**config.mk**
```make
export PLATFORM = sky130hd
export DESIGN_NAME = crc_err_monitor
export DESIGN_NICKNAME = d
export VERILOG_FILES = /design/src/rtl/crc_mon_pkg.sv /design/src/rtl/crc_err_event.sv /design/src/rtl/crc_err_monitor.sv
export SDC_FILE = /design/constraint.sdc
export NUM_CORES = 1
export LEC_CHECK = 0
export BUFFER_PORTS_ARGS = -buffer_cell sky130_fd_sc_hd__buf_4
export CAP_MARGIN = 20
export CORE_AREA = 4 4 100 74
export CTS_CLUSTER_SIZE = 28
export DETAILED_ROUTE_END_ITERATION = 6
export DIE_AREA = 0 0 104 78
export GPL_ROUTABILITY_DRIVEN = 0
export PLACE_DENSITY = 0.63
export SYNTH_ARGS = -nofsm -noshare
export SYNTH_HDL_FRONTEND = slang
export SYNTH_SLANG_ARGS = --single-unit
```
**constraint.sdc**
```tcl
create_clock -name clk -period 5.25 [get_ports clk]
set_input_delay 0.2625 -clock clk [delete_from_list [all_inputs] [get_ports clk]]
set_output_delay 0.2625 -clock clk [all_outputs]
set_load 0.01 [all_outputs]
```
**src/rtl/crc_mon_pkg.sv**
```systemverilog
// Shared types and constants for the CRC error monitor.
package crc_mon_pkg;

  typedef enum logic [1:0] {
    MON_OK    = 2'b00,
    MON_WARN  = 2'b01,
    MON_FAULT = 2'b10
  } mon_state_e;

  localparam logic [1:0] FS_NONE = 2'b00;
  localparam logic [1:0] FS_MEM1 = 2'b01;
  localparam logic [1:0] FS_MEM2 = 2'b10;
  localparam logic [1:0] FS_BOTH = 2'b11;

  localparam int CNT_W_DEF      = 8;
  localparam int WIN_CYCLES_DEF = 64;

endpackage

```
**src/rtl/crc_err_event.sv**
```systemverilog
// Per-memory event extraction: rising-edge detect, correctable/uncorrectable
// classification and two saturating counters with synchronous clear.
module crc_err_event
  import crc_mon_pkg::*;
#(
  parameter int CNT_W = CNT_W_DEF
) (
  input  logic             clk,
  input  logic             rst_n,
  input  logic             det_i,
  input  logic             corr_i,
  input  logic             clr_i,
  output logic             corr_ev_o,
  output logic             uncorr_ev_o,
  output logic [CNT_W-1:0] corr_cnt_o,
  output logic [CNT_W-1:0] uncorr_cnt_o
);

  logic             det_q;
  logic             ev;
  logic [CNT_W-1:0] corr_q, corr_d;
  logic [CNT_W-1:0] uncorr_q, uncorr_d;

  assign ev          = det_i & ~det_q;
  assign corr_ev_o   = ev & corr_i;
  assign uncorr_ev_o = ev & ~corr_i;

  // Clear first, then apply this cycle's event on top of the cleared value.
  always_comb begin
    corr_d   = clr_i ? '0 : corr_q;
    uncorr_d = clr_i ? '0 : uncorr_q;
    if (corr_ev_o && (corr_d != '1))
      corr_d = corr_d + CNT_W'(1);
    if (uncorr_ev_o && (uncorr_d != '1))
      uncorr_d = uncorr_d + CNT_W'(1);
  end

  always_ff @(posedge clk or negedge rst_n) begin
    if (!rst_n) begin
      det_q    <= 1'b0;
      corr_q   <= '0;
      uncorr_q <= '0;
    end else begin
      det_q    <= det_i;
      corr_q   <= corr_d;
      uncorr_q <= uncorr_d;
    end
  end

  assign corr_cnt_o   = corr_q;
  assign uncorr_cnt_o = uncorr_q;

endmodule

```
**src/rtl/crc_err_monitor.sv**
```systemverilog
// Safety monitor for two CRC-protected memories: event counters, windowed
// correctable-error rate and an OK/WARN/FAULT alarm FSM with irq and first-fault source.
module crc_err_monitor
  import crc_mon_pkg::*;
#(
  parameter int CNT_W      = CNT_W_DEF,
  parameter int WIN_CYCLES = WIN_CYCLES_DEF
) (
  input  logic             clk,
  input  logic             rst_n,
  input  logic             mem1_err_detected_i,
  input  logic             mem1_err_corrected_i,
  input  logic             mem2_err_detected_i,
  input  logic             mem2_err_corrected_i,
  input  logic [3:0]       cfg_thresh_i,
  input  logic             clr_i,
  output logic [CNT_W-1:0] mem1_corr_cnt_o,
  output logic [CNT_W-1:0] mem1_uncorr_cnt_o,
  output logic [CNT_W-1:0] mem2_corr_cnt_o,
  output logic [CNT_W-1:0] mem2_uncorr_cnt_o,
  output logic             alarm_warn_o,
  output logic             alarm_fault_o,
  output logic             irq_o,
  output logic [1:0]       first_src_o
);

  localparam int WIN_W = $clog2(WIN_CYCLES);

  logic c1, u1, c2, u2;

  crc_err_event #(.CNT_W(CNT_W)) u_mem1 (
    .clk          (clk),
    .rst_n        (rst_n),
    .det_i        (mem1_err_detected_i),
    .corr_i       (mem1_err_corrected_i),
    .clr_i        (clr_i),
    .corr_ev_o    (c1),
    .uncorr_ev_o  (u1),
    .corr_cnt_o   (mem1_corr_cnt_o),
    .uncorr_cnt_o (mem1_uncorr_cnt_o)
  );

  crc_err_event #(.CNT_W(CNT_W)) u_mem2 (
    .clk          (clk),
    .rst_n        (rst_n),
    .det_i        (mem2_err_detected_i),
    .corr_i       (mem2_err_corrected_i),
    .clr_i        (clr_i),
    .corr_ev_o    (c2),
    .uncorr_ev_o  (u2),
    .corr_cnt_o   (mem2_corr_cnt_o),
    .uncorr_cnt_o (mem2_uncorr_cnt_o)
  );

  logic [WIN_W-1:0] win_cnt_q;
  logic [3:0]       win_ev_q, win_ev_d, win_base;
  logic [1:0]       win_inc;
  logic [4:0]       win_sum;
  logic             rate_hit;

  // A new window starts on the cycle the free-running counter reads zero.
  always_comb begin
    win_inc  = {1'b0, c1} + {1'b0, c2};
    win_base = (clr_i || (win_cnt_q == '0)) ? 4'd0 : win_ev_q;
    win_sum  = {1'b0, win_base} + {3'b000, win_inc};
    win_ev_d = win_sum[4] ? 4'hF : win_sum[3:0];
    rate_hit = (cfg_thresh_i != 4'd0) && (win_ev_d >= cfg_thresh_i);
  end

  mon_state_e state_q, state_d, state_base;
  logic [1:0] first_src_q, first_src_d;
  logic       irq_d;

  always_comb begin
    state_base  = clr_i ? MON_OK : state_q;
    state_d     = state_base;
    first_src_d = clr_i ? FS_NONE : first_src_q;
    if ((state_base != MON_FAULT) && (u1 || u2 || rate_hit)) begin
      state_d     = MON_FAULT;
      first_src_d = FS_NONE;
      if (u1 || (rate_hit && c1)) first_src_d = first_src_d | FS_MEM1;
      if (u2 || (rate_hit && c2)) first_src_d = first_src_d | FS_MEM2;
    end else if ((state_base == MON_OK) && (c1 || c2)) begin
      state_d = MON_WARN;
    end
    irq_d = (state_d != state_base);
  end

  always_ff @(posedge clk or negedge rst_n) begin
    if (!rst_n) begin
      win_cnt_q     <= '0;
      win_ev_q      <= 4'd0;
      state_q       <= MON_OK;
      first_src_q   <= FS_NONE;
      irq_o         <= 1'b0;
      alarm_warn_o  <= 1'b0;
      alarm_fault_o <= 1'b0;
    end else begin
      win_cnt_q     <= win_cnt_q + WIN_W'(1);
      win_ev_q      <= win_ev_d;
      state_q       <= state_d;
      first_src_q   <= first_src_d;
      irq_o         <= irq_d;
      alarm_warn_o  <= (state_d == MON_WARN);
      alarm_fault_o <= (state_d == MON_FAULT);
    end
  end

  assign first_src_o = first_src_q;

endmodule

```
# [After elaboration in Yosys (flattened, before gate mapping)]
# Index checks and enable logic that the tools add are counted.
[classes] addsub=7 n_lt_le_gt_ge=1 eq_ne=8 muxes=17 bitwise=10 n_reduce_logical=19
[op_table] op="8-bit 2-to-1 mux" n=8
[op_table] op="8-bit by 1-bit adder with 8-bit output (second input constant)" n=4
[op_table] op="8-bit inequality test (second input constant)" n=4
[op_table] op="2-bit 2-to-1 mux" n=6
[op_table] op="1-bit logical AND" n=9
[op_table] op="4-bit 2-to-1 mux" n=2
[op_table] op="6-bit by 1-bit adder with 6-bit output (second input constant)" n=1
[op_table] op="1-bit bitwise AND" n=6
[op_table] op="6-bit logical NOT" n=1
[op_table] op="1-bit logical OR" n=6
[op_table] op="4-bit by 2-bit adder with 5-bit output" n=1
[op_table] op="4-bit greater-or-equal comparator" n=1
[op_table] op="1-bit inverter" n=4
[op_table] op="4-bit nonzero test" n=1
[op_table] op="1-bit by 1-bit adder with 2-bit output" n=1
[op_table] op="2-bit by 1-bit equality test with 1-bit output (second input constant)" n=1
[op_table] op="2-bit equality test (second input constant)" n=1
[op_table] op="2-bit logical NOT" n=1
[op_table] op="2-bit inequality test" n=1
[op_table] op="2-bit inequality test (second input constant)" n=1
[op_table] op="2-bit nonzero test" n=1
[op_table] op="1-bit 2-to-1 mux" n=1
[totals] register_bits=51 in_bits=11 wordCells=75

# [Logic depth before layout (Yosys ltp)]
# Gate-level depths: netlist of run 1.
[depth] depth_word=13 mapped_depth=13 mapped_depth_nobuf=13

# [Modules after synthesis]
# From an unflattened synthesis of run 1, not the netlist that was laid out.
[unflattened] cells_unflattened=260 area_unflattened_um2=2820.2
[modules_own_cells] module="crc_err_event" n_inst=2 cells_per_inst=88 area_each_um2=944.7 seq_area_each_um2=425.4
[modules_own_cells] module="crc_err_monitor" n_inst=1 cells_per_inst=84 area_each_um2=930.9 seq_area_each_um2=425.4

# [Worst setup path after synthesis of run 1]
# No wires, ideal clock.
[synth_path] path_kind="register to register" start="register win_cnt_q[3]" end="register alarm_warn_o" setup_ns=0.067 arrival_ns=3.021 required_time_ns=5.183 slack_ns=2.161 path_stages_with_launch=13 n_path_buf=0 synth_period_minus_slack_ns=3.089 path_cell_list="dfrtp_1 > nor4_1 > a21oi_1 > and2_1 > fa_1 > ha_1 > nor3b_1 > nor3b_1 > ha_1 > a21oi_1 > o21ai_1 > a211oi_1 > and3_1"
[synth_between] elab_chain_len=11
[synth_rtl] item="start: declaration" line_no="crc_err_monitor.sv:55" source="logic [WIN_W-1:0] win_cnt_q;"
[synth_rtl] item="start signal: assignment" line_no="crc_err_monitor.sv:99" source="win_cnt_q <= win_cnt_q + WIN_W'(1);"
[synth_rtl] item="6-bit logical NOT" line_no="crc_err_monitor.sv:64" source="win_base = (clr_i || (win_cnt_q == '0)) ? 4'd0 : win_ev_q;"
[synth_rtl] item="1-bit logical OR" line_no="crc_err_monitor.sv:64"
[synth_rtl] item="4-bit 2-to-1 mux" line_no="crc_err_monitor.sv:64"
[synth_rtl] item="4-bit by 2-bit adder with 5-bit output" line_no="crc_err_monitor.sv:65" source="win_sum = {1'b0, win_base} + {3'b000, win_inc};"
[synth_rtl] item="4-bit 2-to-1 mux" line_no="crc_err_monitor.sv:66" source="win_ev_d = win_sum[4] ? 4'hF : win_sum[3:0];"
[synth_rtl] item="named net win_ev_d[3]" line_no="crc_err_monitor.sv:56" source="logic [3:0] win_ev_q, win_ev_d, win_base;"
[synth_rtl] item="4-bit greater-or-equal comparator" line_no="crc_err_monitor.sv:67" source="rate_hit = (cfg_thresh_i != 4'd0) && (win_ev_d >= cfg_thresh_i);"
[synth_rtl] item="1-bit logical AND" line_no="crc_err_monitor.sv:67"
[synth_rtl] item="1-bit logical OR" line_no="crc_err_monitor.sv:78" source="if ((state_base != MON_FAULT) && (u1 || u2 || rate_hit)) begin"
[synth_rtl] item="1-bit logical AND" line_no="crc_err_monitor.sv:78"
[synth_rtl] item="2-bit 2-to-1 mux" line_no="crc_err_monitor.sv:78"
[synth_rtl] item="2-bit by 1-bit equality test with 1-bit output" line_no="crc_err_monitor.sv:104" source="alarm_warn_o <= (state_d == MON_WARN);"
[synth_rtl] item="end signal: assignment" line_no="crc_err_monitor.sv:104"
[synth_rtl] item="end: declaration" line_no="crc_err_monitor.sv:21" source="output logic alarm_warn_o,"
# The timed path passes the listed nets, and every way through them passes these cells.
# A chain may end at the register's enable or synchronous reset.

# [Worst setup path in the final report of run 1]
# Ends and elaborated chain as after synthesis.

==> results of run 1 <==
[per-stage QoR]
step	instance area [sq um]	power [uW]	instances	hold WS (ns)	worst slack [ns]
finish	3393	789.7	401	0.09740	1.803
global route	3393	833.4	401	0.07652	1.513
CTS	3393	804.5	401	0.08165	1.793
detailed placement	3267	513.9	392	0.3419	1.814
global placement	3267	512.8	392	0.3449	1.915
floorplan	2835	470.0	269	-0.03309	2.161
[worst max-delay path by stage]
stage / start / to / slack [ns]
floorplan: win_cnt_q[3] / alarm_warn_o / 2.16
finish: win_cnt_q[3] / alarm_warn_o / 1.80
global placement: win_cnt_q[3] / alarm_warn_o / 1.91
CTS: win_cnt_q[3] / alarm_warn_o / 1.79
detailed placement: win_cnt_q[3] / alarm_warn_o / 1.81
global route: win_cnt_q[3] / alarm_warn_o / 1.51
[routing by layer]
| metal | track usage, % | wire (um) |
|---|---|---|
| met3 | 3.242 | 232 |
| met5 | 0 | 0 |
| met2 | 23.02 | 2468 |
| met4 | 4.382 | 72 |
| met1 | 21.10 | 3019 |
[cells in the mapped netlist, types with 3 or more instances]
cell,n
o2111ai_1,4
nand4_1,5
nand2_1,23
nor3b_1,4
and2_1,5
nand3_1,9
dfrtp_1,51
o21ai_0,3
nor2b_1,18
and4b_1,6
nand3b_1,3
nand4b_1,3
a21oi_1,8
and3_1,5
o21ai_1,4
nor2_1,16
buf_2,3
ha_1,11
o211ai_1,5
xnor2_1,22
nand2b_1,8
xor2_1,7
inv_1,10
[kinds of logic after synthesis]
group | Yosys count | share of synthesized area, %
adders and majority gates | 12 | 5.560
DFF | 51 | 45.01
xor gates and xnor gates | 29 | 8.958
AOI/OAI and AO/OA | 39 | 11.43
and+or+nand+nor | 118 | 25.51
buffers and inverters | 17 | 2.383
muxes | 3 | 1.147
[cell type report]
cell class | count | area share, %
inverters | 12 | 1.327
well taps | 81 | 2.987
multi-input cells | 201 | 43.95
clock buffers | 5 | 2.028
flip-flops and latches | 51 | 37.61
repair buffers | 48 | 10.69
clock inverters | 3 | 1.401
[what timing repair did]
action | CTS | global route
gates resized for setup | 0 | 0
hold endpoints to repair | 26 | 0
hold buffers | 1 | 0
setup endpoints to repair | 0 | 0
[flip-flops by register name (all words and copies together), names as in the netlist, 2 cells and up]
| register | cells |
|---|---|
| win_cnt_q | 6 |
| u_mem2.uncorr_cnt_o | 8 |
| u_mem1.corr_cnt_o | 8 |
| state_q | 2 |
| u_mem1.uncorr_cnt_o | 8 |
| first_src_o | 2 |
| win_ev_q | 4 |
| u_mem2.corr_cnt_o | 8 |
[critical path, delay by kind of cell, from the launching register on]
kind | cells | cell delay, ns
adders and majority gates | 3 | 0.97
and+or+nand+nor | 5 | 1.01
AOI/OAI and AO/OA | 4 | 1.00
DFF | 1 | 0.42
[power groups by stage]
stage	clock network [uW]	registers [uW]	logic (uW)
2_1_floorplan	0	427	43.0
3_3_place_gp	0	426	87.2
3_5_place_dp	0	425	88.6
6_report	285	418	87.3
4_1_cts	297	418	89.3
5_1_grt	315	420	99.0
==> results.txt, run 1 <==
The flow ran to the end, and the final reports show no timing, DRC or antenna violations. Counting every net in the synthesized netlist gives 292. The post-route netlist has 21.88% of its cells at a drive strength greater than 1. The tools report the flop-to-flop setup slack as 1.80 ns. DRC marker count from the first detailed-route iteration: 64. The leakage power total is 0.001544 uW.

For the final routed database, the setup TNS stands at 0 ns. Final cycle utilization of the critical path: 65.66%. The antenna violation net count after detailed routing came out at 0. Sequential cells account for 52.9% of the total power. For the total count of max-transition violations in the final report, the log shows 0. After detailed routing, the number of remaining DRC violations is 0.

Setup repair after global routing left no endpoint under its margin. The cell sitting at the root of the clock tree is a clkbuf_8. The clock period minus worst slack came out at 3.447 ns. The arrival time of the worst setup path came out at 3.69 ns. The number of post-CTS setup repair buffers was 0; the overall die width was 104 um. CTS saw 51 sinks. Measured along the y axis, the die boundary spans 78 um. Number of cells on the worst hold path: 1. The area of all sequential standard cells was 1276 sq um. In the layout the commonest cells are 51 x dfrtp_1, 47 x buf_4, 23 x nand2_1. Setup violations remaining at the end of the flow were counted as 0. In this run, distinct cell masters in the synthesized netlist total 50. For the number of instances in the synthesized netlist, the log shows 269. The logs give 56.88% for the headroom to the max-slew limit and 5.50 ns for the required time at the worst-slack endpoint. Of the synthesized area, sequential elements account for 45.01%. After filler insertion, the fill cell instance count of the layout stands at 596. The run gives 2 as the level count of the clock H-tree. Of the total power, combinational logic draws 11.0%. In the final routed layout, each cell accounts on average for 14.44 um. The number of hold violations in the final report is 0. Counting the buffers created by CTS gives 5. The number of global-route vias before repair was 2060. The tools report the wire length reported by the detailed router as 5.792 mm. The worst register-to-register path begins at win_cnt_q[3]. The tools report the number of primary I/O pins as 48.

The power per cell area was 232.7 nW/um^2. The most used flip-flop cell after synthesis was dfrtp_1. The mean instance size in the synthesized netlist works out to 10.54 sq um. The number of enable flip-flop cells after synthesis is 0, and the die area is 8112 sq um. The Yosys warning count came out at 0. The launch instance of the worst min-delay path was mem2_err_detected_i. Clock latency on the worst-skew pair, taken at its later pin, is 0.30 ns.

Counting flops and latches in the post-synthesis netlist gives 51. The final route contains 2116 vias. STA classifies the critical path startpoint as a register.

The per-cell via count in the routed design is 5.277. The cell taking the most area after synthesis is dfrtp_1. The clock arrives with 0.006415 ns of skew. Of all nets on the critical path, the largest fanout is 6. The repair_antennas step left the layout with diodes totalling 0.

Across the VDD grid, the largest voltage drop is 0.1109 mV. The synthesis-to-layout area growth was 19.68%; the number of port buffers was 47. Once the floorplan was initialized, standard cells occupied 43.58% of the core. By area the synthesized netlist is led by dfrtp_1 45%, xnor2_1 6.8%, ha_1 4.9%. The class of the most critical setup path was reg2reg.

The first global-routing pass estimated 9.804 mm of wire. After clock tree synthesis, the clock-pin slew on the worst setup and hold paths is 0.10 ns. Entering global routing, the biggest net connects 52 pins. The switching part of the total is 25.23%. Class of the tightest hold or removal check: in2reg.

The largest single stage delay on the critical path is 0.44 ns. Leaving out fill and tap cells, the most frequent cell in the layout is dfrtp_1. Before antenna repair, the detailed router went through 4 iterations. The tool flagged a number of max-cap violations equal to 0. After floorplanning, the core was divided into 25 placement rows.

For this run, asynchronously set or reset flops after synthesis account for 100.0%. Global routing finished with a remaining overflow of 0. The wire-length estimate of the detail-placed layout is 4.139 mm.

For this design, the slowest cell found on the critical path is fa_1. TritonCTS built the clock tree. The tools report the worst hold endpoint as u_mem2.det_q. Summed over its instances, the top area cell type makes up 45.01% of the synthesized netlist area. The logs give 0 for the initial antenna violation count and 342 for the number of nets in the final layout. The combined area of the multi-input logic cells is 1491 sq um. The run gives 2 as the largest buffer count on any clock path. The internal portion of the total power is 590.5 uW. Timing would allow up to 290.1 MHz. Cells fill 52.15% of the core in the end. For this design the total switching power over the nets is 199.2 uW. After floorplanning, the core was sized to cover 6506 sq um.

In this run the critical register-to-register path is captured at alarm_warn_o. Global routing used 14.92% of the available tracks. Cell area after synthesis: 2835 sq um.

The worst setup path is captured at a register. Walking the worst path, the cells encountered are nor4_1 -> a21oi_1 -> and2_1 -> fa_1 -> ha_1 -> nor3b_1 -> nor3b_1 -> ha_1 -> a21oi_1 -> o21ai_1 -> a211oi_1 -> and3_1. Counting cells, the worst reg-to-reg path comes to 12. The transition time at the pin with the least slew margin was 0.6468 ns.

Of the total power, the clock network draws 36.1%.
No activity file was read; power rests on OpenSTA's default activity.
==> inputs of run 2 (changes only) <==
--- a/config.mk
+++ b/config.mk
@@ -5,14 +5,15 @@
 export SDC_FILE = /design/constraint.sdc
 export NUM_CORES = 1
 export LEC_CHECK = 0
+export ABC_AREA = 1
 export BUFFER_PORTS_ARGS = -buffer_cell sky130_fd_sc_hd__buf_4
 export CAP_MARGIN = 20
-export CORE_AREA = 4 4 100 74
+export CORE_AREA = 4 4 105 77
 export CTS_CLUSTER_SIZE = 28
 export DETAILED_ROUTE_END_ITERATION = 6
-export DIE_AREA = 0 0 104 78
+export DIE_AREA = 0 0 109 81
 export GPL_ROUTABILITY_DRIVEN = 0
-export PLACE_DENSITY = 0.63
+export PLACE_DENSITY = 0.65
 export SYNTH_ARGS = -nofsm -noshare
 export SYNTH_HDL_FRONTEND = slang
 export SYNTH_SLANG_ARGS = --single-unit
==> constraint.sdc (replaced) <==
create_clock -name clk -period 3 [get_ports clk]
set_input_delay 0.15 -clock clk [delete_from_list [all_inputs] [get_ports clk]]
set_output_delay 0.15 -clock clk [all_outputs]
set_load 0.01 [all_outputs]
==> run 2 against run 1 <==
Cell count rose by 40%. Via count up 22%. Sequential cell count unchanged. Clock power grew 100%. First-iteration DRC count grew 13%. Largest cell class unchanged. Largest power group unchanged.
==> results.txt, run 2 <==
The run finished with clean final reports. The post-placement cell count is 548 (was 392), and the transition time at the pin with the least slew margin is 0.6429 ns (was 0.6468 ns). The area of the core came out at 7124 sq um (was 6506 sq um). The fraction of final layout cells sized beyond drive strength 1 works out to 23.66% (was 21.88%).

The number of primary I/O pins was 48 (unchanged). The cell that appears most often on the critical path is nand2_2. The DRC marker count from the first detailed-route iteration is 72 (was 64). The power per cell area was 389.9 nW/um^2 (was 232.7 nW/um^2). The die area was 8829 sq um (was 8112 sq um). The logs give 3088 sq um (was 2835 sq um) for the cell area after synthesis and 0 (unchanged) for the number of max-cap violations. The area share of the largest cell type after synthesis is 41.33% (was 45.01%), and the net count of the mapped netlist is 427 (was 292). TritonCTS built the clock tree.

The tools report the total count of max-transition violations in the final report as 0 (unchanged). For the number of hold violations in the final report, the log shows 0 (unchanged). The most used flip-flop cell after synthesis is dfrtp_1 (unchanged). The run gives 0 (unchanged) as the initial antenna violation count. The maximum clock rate was 346.4 MHz (was 290.1 MHz). The synthesis-to-layout area growth is 22.49% (was 19.68%). Master cell of the clock root buffer: clkbuf_8 (unchanged). The worst voltage drop across the vdd grid came out at 0.2351 mV (was 0.1109 mV). The per-cell via count in the routed design was 4.583 (was 5.277). The pin count of the biggest net entering global routing was 52 (unchanged). Leading cell types in the layout, fill and taps excluded: 124 x nand2_1, 71 x inv_1, 53 x buf_4 (was 51 x dfrtp_1, 47 x buf_4, 23 x nand2_1). The clock period minus worst slack is 2.887 ns (was 3.447 ns), and the flop-to-flop setup slack is 0.11 ns (was 1.80 ns). The async set-reset flop share out of synthesis was 100.0% (unchanged); the total global routing track utilization was 15.62% (was 14.92%). The most frequent standard cell in the layout excluding fill and tap cells is nand2_1 (was dfrtp_1). Cells traversed along the worst timing path: inv_2 -> ha_1 -> nand4_1 -> nand2_2 -> nor2_1 -> fa_2 -> ha_4 -> or2_2 -> nand3_2 -> ha_1 -> nand2_1 -> inv_1 -> nand2_1 -> nand3_2 -> nand2_2 -> nand2_2 -> nand2_2 -> nand2_1 -> nor2_1 (was nor4_1 -> a21oi_1 -> and2_1 -> fa_1 -> ha_1 -> nor3b_1 -> nor3b_1 -> ha_1 -> a21oi_1 -> o21ai_1 -> a211oi_1 -> and3_1). The number of nets in the final layout is 487 (was 342), and the maximum fanout encountered on the critical timing path is 4 (was 6).

The routed wirelength normalized by instance count was 11.80 um (was 14.44 um); the clock input transition at the sequential cells of the worst setup and hold paths was 0.10 ns (about the same). The later-pin clock latency in the skew report was 0.31 ns (was 0.30 ns); the delay of the slowest cell on the worst path was 0.43 ns (was 0.44 ns). For the post-layout instance count excluding filler cells, the log shows 563 (was 401). The sum of overflow across all layers after global routing came out at 0 (unchanged). The number of instances in the synthesized netlist is 404 (was 269). The vertical die dimension is 81 um (was 78 um), and the largest buffer count on any clock path is 2 (unchanged). The run gives 0 (unchanged) as the antenna violation net count after detailed routing. The number of enable flip-flop cells after synthesis is 0 (unchanged). For the number of global-route vias before repair, the log shows 2492 (was 2060). Wire length reported by the detailed router: 6.642 mm (was 5.792 mm). The flip-flop and latch count after synthesis works out to 51 (unchanged). Leading cell type by number of instances after synthesis: nand2_1 (was dfrtp_1). The cell taking the most area after synthesis is dfrtp_1 (unchanged).

The tools report the total via count in the routed design as 2580 (was 2116). The diode insertion count for antenna repair is 0 (unchanged). Cell types with the largest area share after synthesis: dfrtp_1 41%, nand2_1 16%, inv_1 8.8% (was dfrtp_1 45%, xnor2_1 6.8%, ha_1 4.9%).

The logs give 0 (unchanged) for the final routed DRC violation total and 0 ns (unchanged) for the summed negative setup slack over all endpoints. The standard cell with the maximum stage delay on the critical path is dfrtp_1 (was fa_1). The total setup violations reported at the end of the flow was 0 (unchanged). Class of the most critical setup path: reg2reg (unchanged). Type of element capturing the critical path: a register (unchanged). The total buffers and inverters traversed by the critical path was 2 (was 0); the mean instance size in the synthesized netlist was 7.643 sq um (was 10.54 sq um). The final cycle utilization of the critical path works out to 96.23% (was 65.66%). The class of the tightest hold or removal check was in2reg (unchanged).

The TritonCTS sink count was 51 (unchanged). Yosys warning count: 0 (unchanged). The total iterations of the first detailed-routing run was 4 (unchanged); the required time at the worst-slack endpoint was 3.24 ns (was 5.50 ns).

The tools report the half-perimeter wire length after detailed placement as 4.795 mm (was 4.139 mm). The critical path launch point type is a register (unchanged). The overall die width is 109 um (was 104 um). The row count was 26 (was 25). The number of port buffers was 47 (unchanged); the initial standard-cell utilization of the core was 43.34% (was 43.58%). The run gives 57.14% (was 56.88%) as the headroom to the max-slew limit. The run gives 2 (unchanged) as the level count of the clock H-tree. The CTS buffer count was 5 (unchanged); the part of the Yosys area used for sequential elements was 41.33% (was 45.01%). Kind of cell adding the most delay to the critical path: simple AND/OR/NAND/NOR gates (unchanged). Count of unique library cells instantiated by Yosys: 24 (was 50). The wire length of the first global-routing pass came out at 11.12 mm (was 9.804 mm).

The final clock skew is 0.01065 ns (was 0.006415 ns). List of most frequent post-synthesis cells: 128 x nand2_1, 72 x inv_1, 51 x dfrtp_1, 31 x nand3_1, 29 x nor2_1 (was 51 x dfrtp_1, 23 x nand2_1, 22 x xnor2_1, 18 x nor2b_1, 16 x nor2_1). The leakage power total was 0.002042 uW (was 0.001544 uW); the arrival time of the worst setup path was 3.13 ns (was 3.69 ns).
[run 2: cell count changes after synthesis, sizes merged, moves of 17 or more]
cell | previous run | this run
nand3 | 9 | 34
nand2 | 23 | 140
inv | 12 | 77
nor2 | 16 | 39
nor2b | 18 | 0
xnor2 | 22 | 5
[run 2: layer usage]
layer | part of all wire (%) | track usage (%)
met1 | 50 | 21.78
met2 | 45 | 25.00
met4 | 1.0 | 3.909
met5 | 0 | 0
met3 | 3.7 | 3.098
[run 2: final timing paths]
kind | startpoint | depth (start not counted) | endpoint
setup / recovery | win_cnt_q[0] | 19 | alarm_warn_o
hold / removal | mem2_err_corrected_i | 6 | first_src_o[1]
setup reg to reg | win_cnt_q[0] | 19 | alarm_warn_o
hold reg to reg | win_cnt_q[5] | 1 | win_cnt_q[5]
max in group asynchronous | rst_n | 2 | alarm_fault_o
min in group asynchronous | rst_n | 2 | u_mem2.corr_cnt_o[1]
[run 2: through the flow]
stage / util, % / power [uW] / worst slack (ns) / hold slack, ns / area (sq um)
after floorplan: - / 834.5 / 0.2218 / -0.1456 / 3088
after global placement: 49.70 / 904.9 / 0.07126 / 0.2357 / 3541
after detailed placement: 49.70 / 908.1 / -0.02415 / 0.2346 / 3541
after CTS: 52.14 / 1487 / 0.007511 / 0.2898 / 3715
after global routing: 53.09 / 1547 / -0.04562 / 0.3357 / 3782
final: 53.09 / 1475 / 0.1131 / 0.3032 / 3782
[run 2: logic make-up (layout without fill, tap and decap cells)]
kind of cell    count (synthesis)  after routing  synth area share, %
simple gates                  234            234                35.70
compound gates                  3              3               0.4861
fa+ha+maj                      12             12                5.105
flops                          51             51                41.33
buf+inv                        80            141                10.58
xor+xnor                       24             24                6.807
[run 2: worst reg2reg max path, stage by stage, from the launching register on]
cell and delay [ns]:
dfrtp_1 0.43, inv_2 0.07, ha_1 0.14, nand4_1 0.12, nand2_2 0.12, nor2_1 0.05, fa_2 0.36, ha_4 0.18
or2_2 0.30, nand3_2 0.08, ha_1 0.24, nand2_1 0.07, inv_1 0.04, nand2_1 0.08, nand3_2 0.09, nand2_2 0.11
nand2_2 0.08, nand2_2 0.09, nand2_1 0.07, nor2_1 0.10
[run 2: cell type report]
cell class / count / area [sq um]
fillers: 669 / 3342
multi-input cells: 273 / 1530
flip-flops and latches: 51 / 1276
repair buffers: 56 / 427.9
inverters: 77 / 289.0
well taps: 98 / 122.6
clock buffers: 5 / 68.82
clock inverters: 3 / 67.56
[run 2: what timing repair did]
action,4_1_cts,5_1_grt
hold endpoints to repair,53,0
endpoints found under the setup margin,5,7
gates resized for setup,3,9
pin swaps,1,6
buffers inserted,0,4
hold buffers,3,0
[run 2: where the power goes]
part	switching (uW)	internal [uW]	total, uW
Clock	239	333	572
Sequential	9.49	712	721
Combinational	115	65.9	181
Total	364	1110	1470
==> inputs of run 3 (changes only) <==
--- a/config.mk
+++ b/config.mk
@@ -8,10 +8,10 @@
 export ABC_AREA = 1
 export BUFFER_PORTS_ARGS = -buffer_cell sky130_fd_sc_hd__buf_4
 export CAP_MARGIN = 20
-export CORE_AREA = 4 4 105 77
+export CORE_AREA = 5 5 106 78
 export CTS_CLUSTER_SIZE = 28
 export DETAILED_ROUTE_END_ITERATION = 6
-export DIE_AREA = 0 0 109 81
+export DIE_AREA = 0 0 111 83
 export GPL_ROUTABILITY_DRIVEN = 0
 export PLACE_DENSITY = 0.65
 export SYNTH_ARGS = -nofsm -noshare
==> run 3 against run 2 <==
Sequential share of layout area increased by 0.48 points. Worst setup slack improved by 0.057 ns. Power decreased by 12%. Non-clock buffer count decreased by 1. Global-route usage decreased by 0.74 points. Sequential power about the same. Die area increased by 4.3%. Register-to-register slack improved by 0.06 ns. Hold slack improved by 0.0015 ns. Wire length decreased by 0.21%. Clock power decreased by 31%. Largest power group unchanged.
==> results.txt, run 3 (same netlist as run 2, synthesis figures left out) <==
Vertical die dimension: 83 um (was 81 um). Per-cell via count in the routed design: 4.587 (was 4.583). The standard cell with the maximum stage delay on the critical path is dfrtp_1 (unchanged). Class of the tightest hold or removal check: in2reg (unchanged).

The post-placement cell count is 548 (unchanged), and the number of max-cap violations is 0 (unchanged). The logs give 0 (unchanged) for the total setup violations reported at the end of the flow and 0 (unchanged) for the initial antenna violation count. The tools report the final worst-path setup slack as 0.1698 ns (was 0.1131 ns).

The tools report the half-perimeter wire length after detailed placement as 4.825 mm (was 4.795 mm). The run gives 55.74% (was 57.14%) as the headroom to the max-slew limit. Critical path launch point: win_cnt_q[0] (unchanged).

For the flop-to-flop setup slack, the log shows 0.17 ns (was 0.11 ns). The initial standard-cell utilization of the core was 43.34% (unchanged). The tools report the type of element capturing the critical path as a register (unchanged).

The tools report the level count of the clock H-tree as 2 (unchanged). For the post-layout instance count excluding filler cells, the log shows 562 (was 563). The power per cell area was 348.9 nW/um^2 (was 389.9 nW/um^2). The maximum fanout encountered on the critical timing path is 4 (unchanged). Worst voltage drop across the vdd grid: 0.1702 mV (was 0.2351 mV). The run gives 693 (was 669) as the filler cell count. For the wire length reported by the detailed router, the log shows 6.628 mm (was 6.642 mm). The tools report the summed negative setup slack over all endpoints as 0 ns (unchanged). Later-pin clock latency in the skew report: 0.30 ns (was 0.31 ns). The synthesis-to-layout area growth was 20.79% (was 22.49%). Kind of cell adding the most delay to the critical path: simple AND/OR/NAND/NOR gates (unchanged).

The row count is 26 (unchanged), and the area of the core is 7124 sq um (unchanged). The TritonCTS sink count was 51 (unchanged); the total buffers and inverters traversed by the critical path was 1 (was 2). The clock input transition at the sequential cells of the worst setup and hold paths is 0.10 ns (about the same). The number of global-route vias before repair came out at 2464 (was 2492).

The logs give 11.50 mm (was 11.12 mm) for the wire length of the first global-routing pass and 2 (unchanged) for the largest buffer count on any clock path. The CTS buffer count was 5 (unchanged); the diode insertion count for antenna repair was 0 (unchanged). The master cell of the clock root buffer was clkbuf_8 (unchanged). Most frequent standard cell in the layout excluding fill and tap cells: nand2_1 (unchanged). The startpoint of the worst-slack reg-to-reg timing path is win_cnt_q[0] (unchanged). The number of cells on the worst hold path was 6 (unchanged).

The DRC marker count from the first detailed-route iteration was 121 (was 72). The transition time at the pin with the least slew margin works out to 0.6639 ns (was 0.6429 ns). The placement-stage worst setup slack was -0.05867 ns (was -0.02415 ns); the design area was 3730 sq um (was 3782 sq um). The critical path launch point type is a register (unchanged). For the antenna violation net count after detailed routing, the log shows 0 (unchanged).

The number of hold violations in the final report was 0 (unchanged); the number of cells on the worst reg-to-reg path was 17 (was 19). The run gives 2578 (was 2580) as the total via count in the routed design. The clock period minus worst slack works out to 2.830 ns (was 2.887 ns).

The number of nets in the final layout is 486 (was 487), and the required time at the worst-slack endpoint is 3.24 ns (about the same). Sum of overflow across all layers after global routing: 0 (unchanged). The total power after layout is 1301 uW (was 1475 uW), and the delay of the slowest cell on the worst path is 0.42 ns (was 0.43 ns).

Leading cell types in the layout, fill and taps excluded: 125 x nand2_1, 71 x inv_1, 52 x buf_4 (was 124 x nand2_1, 71 x inv_1, 53 x buf_4). Die area: 9213 sq um (was 8829 sq um). The critical register-to-register path endpoint was alarm_warn_o (unchanged). The fraction of final layout cells sized beyond drive strength 1 was 23.28% (was 23.66%); the total count of max-transition violations in the final report was 0 (unchanged).

The maximum clock rate came out at 353.3 MHz (was 346.4 MHz). Cells traversed along the worst timing path: inv_2 -> ha_1 -> nand4_1 -> nand2_1 -> nor2_1 -> fa_2 -> ha_4 -> nand3_2 -> nand3_1 -> ha_1 -> a21oi_2 -> nand3_2 -> nand2_2 -> nand2_4 -> nand2_2 -> nand2_1 -> nor2_1 (was inv_2 -> ha_1 -> nand4_1 -> nand2_2 -> nor2_1 -> fa_2 -> ha_4 -> or2_2 -> nand3_2 -> ha_1 -> nand2_1 -> inv_1 -> nand2_1 -> nand3_2 -> nand2_2 -> nand2_2 -> nand2_2 -> nand2_1 -> nor2_1). The final cycle utilization of the critical path was 94.34% (was 96.23%); the total global routing track utilization was 14.88% (was 15.62%). Cell depth of the worst setup path: 17 (was 19).

The final routed DRC violation total is 0 (unchanged), and the total iterations of the first detailed-routing run is 4 (unchanged). The tools report the instance area at placement as 3541 sq um (unchanged). The flow ran to the end, and the final reports show no timing, DRC or antenna violations. Worst setup path endpoint: alarm_warn_o (unchanged). The number of port buffers is 47 (unchanged), and the overall die width is 111 um (was 109 um). Routed wirelength normalized by instance count: 11.79 um (was 11.80 um). The class of the most critical setup path is reg2reg (unchanged). The run gives 3.07 ns (was 3.13 ns) as the arrival time of the worst setup path.

For the final clock skew, the log shows 0.01170 ns (was 0.01065 ns). The run gives 0.002016 uW (was 0.002042 uW) as the leakage power total. TritonCTS built the clock tree.

The number of primary I/O pins was 48 (unchanged); the pin count of the biggest net entering global routing was 52 (unchanged).
run 3: changes by cell type in the layout (fill, tap and decap cells not counted):
cell / previous run / this run
clkbuf_1: 0 / 1
clkinv_2: 0 / 1
bufinv_16: 2 / 0
a21oi_1: 1 / 0
nand2_2: 12 / 10
nand2_1: 124 / 125
a21oi_2: 0 / 1
nand2_4: 4 / 5
buf_4: 53 / 52
run 3: final cells by class:
| type | instances | area (sq um) | area share, % |
|---|---|---|---|
| Inverter | 77 | 289.0 | 7.749 |
| Clock inverter | 2 | 12.51 | 0.3355 |
| Timing Repair Buffer | 55 | 420.4 | 11.27 |
| Sequential cell | 51 | 1276 | 34.22 |
| Multi-Input combinational cell | 273 | 1536 | 41.19 |
| Clock buffer | 6 | 72.57 | 1.946 |
| Tap cell | 98 | 122.6 | 3.287 |
run 3: repair_timing:
item	in CTS	in global routing
setup endpoints to repair	5	7
cloned	0	0
pin swaps	1	5
hold buffers	3	0
setup buffers	1	2
hold endpoints to repair	53	0
gates resized for setup	3	10
run 3: worst min path at each step:
stage / from / endpoint / slack (ns)
floorplan: rst_n / alarm_fault_o / -0.15
global placement: rst_n / alarm_warn_o / 0.24
detailed placement: rst_n / alarm_fault_o / 0.24
CTS: mem1_err_corrected_i / first_src_o[0] / 0.29
global route: mem1_err_corrected_i / first_src_o[0] / 0.31
finish: mem2_err_corrected_i / first_src_o[1] / 0.30
run 3: per-stage QoR:
step,util [%],hold slack (ns)
global route,52.35,0.3065
finish,52.35,0.3047
CTS,51.56,0.2898
global placement,49.70,0.2389
detailed placement,49.70,0.2401
floorplan,-,-0.1456
run 3: report_power, final:
group	total, uW	switching, uW	leakage (uW)	internal (uW)
logic	183	115	0.00129	67.2
clock network	397	234	0.0000412	164
registers	721	9.17	0.000681	712
total	1300	358	0.00202	943
run 3: worst min-delay path, delay by kind of cell:
family,cells,cell delay (ns)
buffers and inverters,2,0.11
AND/OR/NAND/NOR,4,0.31
run 3: per-layer routing:
metal,vias to the layer above,wire (um),part of all wire (%),global-route usage [%]
met2,50,3081,46,24.01
met3,6,320,4.8,3.852
met5,-,0,0,0
li1,1341,-,-,-
met1,1181,3184,48,20.27
met4,0,42,0.63,3.020
